### src/rtl/blit_pkg.sv
// blit_pkg: shared state encoding, logic-function constants and per-bit LFU helper
package blit_pkg;
    typedef enum logic [2:0] {IDLE, RDREQ, LATCH, MODIFY, WRREQ, FIN} state_t;
    localparam logic [3:0] LFU_ZERO = 4'h0;
    localparam logic [3:0] LFU_XOR  = 4'h6;
    localparam logic [3:0] LFU_DST  = 4'hA;
    localparam logic [3:0] LFU_SRC  = 4'hC;
    localparam logic [3:0] LFU_ONES = 4'hF;
    function automatic logic lfu_bit(input logic [3:0] f, input logic s, input logic d);
        return f[{s, d}];
    endfunction
endpackage

### src/rtl/blit_dst_rmw_if.sv
// blit_dst_rmw_if: control, memory and data-path signals of the destination read-modify-write block
interface blit_dst_rmw_if;
    logic       START;
    logic       DSTUP;
    logic [3:0] LFU;
    logic [7:0] SRCD;
    logic       INHIB;
    logic       MACK;
    logic [7:0] ID;
    logic [7:0] DSTD;
    logic       LDDSTL;
    logic       MREQ;
    logic       MWR;
    logic [7:0] WD;
    logic       BUSY;
    logic       DONE;
    modport slave (
        input  START, DSTUP, LFU, SRCD, INHIB, MACK, ID, DSTD,
        output LDDSTL, MREQ, MWR, WD, BUSY, DONE
    );
    modport master (
        output START, DSTUP, LFU, SRCD, INHIB, MACK, ID, DSTD,
        input  LDDSTL, MREQ, MWR, WD, BUSY, DONE
    );
endinterface

### src/rtl/blit_lfu.sv
// blit_lfu: per-bit 4-entry truth-table logic function of source and destination bytes
import blit_pkg::*;
module blit_lfu (
    input  logic [7:0] src,
    input  logic [7:0] dst,
    input  logic [3:0] lfu,
    output logic [7:0] res
);
    always_comb begin
        res = 8'h00;
        for (int i = 0; i < 8; i++) res[i] = lfu_bit(lfu, src[i], dst[i]);
    end
endmodule

### src/rtl/blit_dst_rmw.sv
// blit_dst_rmw: optional destination read, logic-function modify and inhibitable write-back of one byte
import blit_pkg::*;
module blit_dst_rmw (
    input logic MasterClock,
    input logic RESETL,
    blit_dst_rmw_if.slave bus
);
    state_t     state;
    logic       dst_up;
    logic [7:0] lfu_res;
    blit_lfu u_lfu (
        .src(bus.SRCD),
        .dst(dst_up ? bus.DSTD : 8'h00),
        .lfu(bus.LFU),
        .res(lfu_res)
    );
    // strobe only in the acknowledged read cycle so the register captures live ID
    assign bus.LDDSTL = !(state == RDREQ && bus.MACK);
    always_ff @(posedge MasterClock) begin
        if (!RESETL) begin
            state    <= IDLE;
            dst_up   <= 1'b0;
            bus.MREQ <= 1'b0;
            bus.MWR  <= 1'b0;
            bus.WD   <= 8'h00;
            bus.BUSY <= 1'b0;
            bus.DONE <= 1'b0;
        end else begin
            bus.DONE <= 1'b0;
            case (state)
                IDLE: if (bus.START) begin
                    dst_up   <= bus.DSTUP;
                    state    <= bus.DSTUP ? RDREQ : MODIFY;
                    bus.MREQ <= bus.DSTUP;
                    bus.MWR  <= 1'b0;
                    bus.BUSY <= 1'b1;
                end
                RDREQ: if (bus.MACK) begin
                    state    <= LATCH;
                    bus.MREQ <= 1'b0;
                end
                LATCH: state <= MODIFY;
                MODIFY: begin
                    bus.WD   <= lfu_res;
                    state    <= bus.INHIB ? FIN : WRREQ;
                    bus.MREQ <= !bus.INHIB;
                    bus.MWR  <= !bus.INHIB;
                    bus.DONE <= bus.INHIB;
                end
                WRREQ: if (bus.MACK) begin
                    state    <= FIN;
                    bus.MREQ <= 1'b0;
                    bus.MWR  <= 1'b0;
                    bus.DONE <= 1'b1;
                end
                FIN: begin
                    state    <= IDLE;
                    bus.BUSY <= 1'b0;
                end
                default: begin
                    state    <= IDLE;
                    bus.MREQ <= 1'b0;
                    bus.MWR  <= 1'b0;
                    bus.BUSY <= 1'b0;
                end
            endcase
        end
    end
endmodule
### src/flat_wrapper.sv
// flat-port wrapper written by rule: the top's interface ports become plain ports
module blit_dst_rmw_flat 
  (MasterClock, RESETL, bus_START, bus_DSTUP, bus_LFU, bus_SRCD, bus_INHIB, bus_MACK, bus_ID, bus_DSTD, bus_LDDSTL, bus_MREQ, bus_MWR, bus_WD, bus_BUSY, bus_DONE);
  blit_dst_rmw_if bus_i ();
  input logic MasterClock;
  input logic RESETL;
  input wire logic [$bits(bus_i.START)-1:0] bus_START;
  input wire logic [$bits(bus_i.DSTUP)-1:0] bus_DSTUP;
  input wire logic [$bits(bus_i.LFU)-1:0] bus_LFU;
  input wire logic [$bits(bus_i.SRCD)-1:0] bus_SRCD;
  input wire logic [$bits(bus_i.INHIB)-1:0] bus_INHIB;
  input wire logic [$bits(bus_i.MACK)-1:0] bus_MACK;
  input wire logic [$bits(bus_i.ID)-1:0] bus_ID;
  input wire logic [$bits(bus_i.DSTD)-1:0] bus_DSTD;
  output wire logic [$bits(bus_i.LDDSTL)-1:0] bus_LDDSTL;
  output wire logic [$bits(bus_i.MREQ)-1:0] bus_MREQ;
  output wire logic [$bits(bus_i.MWR)-1:0] bus_MWR;
  output wire logic [$bits(bus_i.WD)-1:0] bus_WD;
  output wire logic [$bits(bus_i.BUSY)-1:0] bus_BUSY;
  output wire logic [$bits(bus_i.DONE)-1:0] bus_DONE;
  assign bus_i.START = bus_START;
  assign bus_i.DSTUP = bus_DSTUP;
  assign bus_i.LFU = bus_LFU;
  assign bus_i.SRCD = bus_SRCD;
  assign bus_i.INHIB = bus_INHIB;
  assign bus_i.MACK = bus_MACK;
  assign bus_i.ID = bus_ID;
  assign bus_i.DSTD = bus_DSTD;
  assign bus_LDDSTL = bus_i.LDDSTL;
  assign bus_MREQ = bus_i.MREQ;
  assign bus_MWR = bus_i.MWR;
  assign bus_WD = bus_i.WD;
  assign bus_BUSY = bus_i.BUSY;
  assign bus_DONE = bus_i.DONE;
  blit_dst_rmw u_core (.MasterClock(MasterClock), .RESETL(RESETL), .bus(bus_i));
endmodule
### config.mk
export PLATFORM = sky130hd
export DESIGN_NAME = blit_dst_rmw_flat
export DESIGN_NICKNAME = d
export VERILOG_FILES = /design/src/rtl/blit_pkg.sv /design/src/rtl/blit_dst_rmw_if.sv /design/src/rtl/blit_lfu.sv /design/src/rtl/blit_dst_rmw.sv /design/src/flat_wrapper.sv
export SDC_FILE = /design/constraint.sdc
export NUM_CORES = 1
export LEC_CHECK = 0
export ABC_AREA = 1
export CORE_UTILIZATION = 26
export DETAILED_ROUTE_END_ITERATION = 16
export DONT_BUFFER_PORTS = 1
export MAX_ROUTING_LAYER = met4
export PLACE_DENSITY = 0.4
export SLEW_MARGIN = 25
export SYNTH_ARGS = -nofsm -noshare
export SYNTH_HDL_FRONTEND = slang
export SYNTH_SLANG_ARGS = --single-unit
### constraint.sdc
create_clock -name MasterClock -period 1.3 [get_ports MasterClock]
set_input_delay 0.065 -clock MasterClock [delete_from_list [all_inputs] [get_ports MasterClock]]
set_output_delay 0.065 -clock MasterClock [all_outputs]
set_load 0.01 [all_outputs]
==> results.sh <==
export IMPL_diodes=0
export IMPL_synthesis_nets=194
export IMPL_ios=47
export IMPL_setup_viol=0
export IMPL_fin_setup_tns_ns=0
export IMPL_final_period_utilization_pct=87.9
export IMPL_fp_row_count=22
export IMPL_cap_violations=0
export IMPL_critPathKind="flop to flop"
export IMPL_ys_seq_elements=16
export IMPL_antenna_found_initial=0
export IMPL_use_met2_pct=22.2
export IMPL_clockRootBuffer="clkbuf_8"
export IMPL_syn_avg_cell_area_um2=6.30
export IMPL_htreeDepth=1
export IMPL_synth_top_cell_area_share_pct=31.8
export IMPL_clk_pin_slew_worst_paths_ns=0.07
export IMPL_relSlewSlack_pct=70.7
export IMPL_finalPower_mw=1.49
export IMPL_grt_pass1_vias=993
export IMPL_status="finished clean"
export IMPL_period_minus_slack_ns=1.14
export IMPL_grt_use_met1_pct=17.3
export IMPL_peakVddDrop_v=0.000598
export IMPL_ys_seq_area_share_pct=31.8
export IMPL_postPlaceCellArea_um2=1060
export IMPL_vias_per_cell=4.74
export IMPL_routedWlPerCell_um=11.9
export IMPL_drtPass1Iterations=4
export IMPL_drive_above_1_share_pct=9.70
export IMPL_fin_area_um2=1140
export IMPL_drt_iter0_drc=21
export IMPL_powerDensity_nw_per_um2=1300
export IMPL_synthCells=160
export IMPL_io_buffers=0
export IMPL_place_inst=207
export IMPL_min_path_type="primary input to flop"
export IMPL_fp_dieArea_um2=4130
export IMPL_syn_area_um2=1010
export IMPL_finalHoldViolations=0
export IMPL_core_region_area_um2=3690
export IMPL_final_cell_count_no_fill=213
export IMPL_hpwl_um=1980
export IMPL_ys_types=23
export IMPL_synth_edf_count=0
export IMPL_grt_max_degree=13
export IMPL_fin_nets=200
export IMPL_drc=0
export IMPL_worst_pin_slew_ns=0.439
export IMPL_async_flop_share_pct=0
export IMPL_die_w_um=64.3
export IMPL_use_met3_pct=3.57
export IMPL_finClkSkew_ns=0.00285
export IMPL_holdWs_ns=0.0198
export IMPL_cp_end_kind="flop"
export IMPL_synth_main_ff_cell="dfxtp_1"
export IMPL_critPathMaxFanout=6
export IMPL_fmax_ghz=0.875
export IMPL_grt_setup_unrepaired="false"
export IMPL_die_y_um=64.3
export IMPL_numCtsBuffers=3
export IMPL_overflow=0
export IMPL_vias=1009
export IMPL_arrival_ns=1.27
export IMPL_clockBufferDepth=2
export IMPL_ys_warn_count=0
export IMPL_grt_busiest_layer="met2"
export IMPL_synth_largest_area_cell="dfxtp_1"
export IMPL_gp_congestion=0.793
export IMPL_crit_required_ns=1.42
export IMPL_startpoint_type="flop"
export IMPL_syn2layout_area_growth_pct=13.0
export IMPL_clk_latency_ns=0.25
export IMPL_synth_area_leaders="dfxtp_1 32%, nand2_1 14%, nor2_1 8.9%"
export IMPL_grtUsageTotal_pct=14.1
export IMPL_post_cts_setup_buffers=0
export IMPL_ant_nets=0
export IMPL_clock_sinks=16
export IMPL_grt_pass1_wl_um=4440
export IMPL_cts_tree="built"
export IMPL_start_util_pct=27.3
export IMPL_routed_wirelength_um=2540
export IMPL_p_leak_nw=0.522
export IMPL_drv_slew=0
==> path summary, 6_finish.rpt <==
path,from,end,slack (ns),depth (start not counted)
worst max-delay path,u_core.state[0],u_core.state[1],0.16,5
worst min-delay path,bus_SRCD[2],u_core.bus.WD[2],0.02,3
worst max register to register,u_core.state[0],u_core.state[1],0.16,5
worst min register to register,u_core.bus.MWR,u_core.bus.MWR,0.53,2
==> registers in the layout, indices dropped and copies added, names as in the netlist <==
register and flops:
u_core.bus.BUSY 1, u_core.bus.DONE 1, u_core.bus.MREQ 1, u_core.bus.MWR 1, u_core.bus.WD 8, u_core.dst_up 1
u_core.state 3
==> timing repair <==
action,in CTS,in global routing
resized for setup,0,0
endpoints found under the hold margin,5,0
endpoints found under the setup margin,0,0
hold buffers,2,0
==> final cells by class <==
cell class              instances  area [um^2]
clock buffers                   4         55.1
fillers                       431         2550
inverters                      23         93.8
multi-input cells             116          548
flip-flops and latches         16          320
well taps                      48         60.1
repair buffers                  6         62.6
==> kinds of logic (layout without fill, tap and decap cells) <==
logic type | after synthesis | in the layout | synth area share (%)
buffers and inverters | 28 | 33 | 13.9
AO/OA/AOI/OAI | 37 | 37 | 20.8
flip-flops | 16 | 16 | 31.8
AND/OR/NAND/NOR | 79 | 79 | 33.5
==> layout by cell type (no fill, tap or decap), drive strengths merged <==
| cell | synthesis | layout |
|---|---|---|
| a21oi | 12 | 12 |
| buf | 4 | 4 |
| clkbuf | 1 | 4 |
| clkinv | 1 | 1 |
| dfxtp | 16 | 16 |
| dlygate4sd3 | 0 | 2 |
| inv | 22 | 22 |
| nand2 | 39 | 39 |
| nand3 | 12 | 12 |
| nand3b | 1 | 1 |
| nand4 | 1 | 1 |
| nor2 | 24 | 24 |
| nor3 | 1 | 1 |
| nor3b | 1 | 1 |
| o211ai | 9 | 9 |
| o21ai | 15 | 15 |
| o31ai | 1 | 1 |
==> power breakdown <==
part	internal [mW]	total, mW	leakage, nW	switching [mW]
Combinational	0.162	0.407	0.363	0.245
Sequential	0.555	0.630	0.131	0.0751
Clock	0.269	0.449	0.0288	0.181
Total	0.985	1.49	0.522	0.501
==> synth_stat cells (2+ instances only) <==
master and n:
dfxtp_1 16, nand2_2 2, nand3_1 11, o211ai_1 9, nor2_1 24, a21oi_1 12
inv_2 2, buf_6 2, o21ai_0 14, inv_1 19, nand2_1 37
==> worst max-delay path, cell delays in order, from the launching register on <==
cell      delay, ns
dfxtp_1        0.37
nor2_1         0.19
nand3b_1       0.15
nand2_1        0.11
nor2_1         0.05
nor3b_2        0.15
==> stage by stage <==
step | utilization, % | setup WS [ns]
after global routing | 30.9 | 0.0306
after detailed placement | 28.9 | 0.174
after floorplan | - | 0.225
final | 30.9 | 0.157
after global placement | 28.9 | 0.166
after CTS | 30.9 | 0.161
==> metal layers <==
metal / vias to the layer above / share of wire (%)
met2: 23 / 45
met5: - / 0
met4: 0 / 0.83
met1: 451 / 48
met3: 2 / 6.5
li1: 533 / -
No activity file was read; power rests on OpenSTA's default activity.
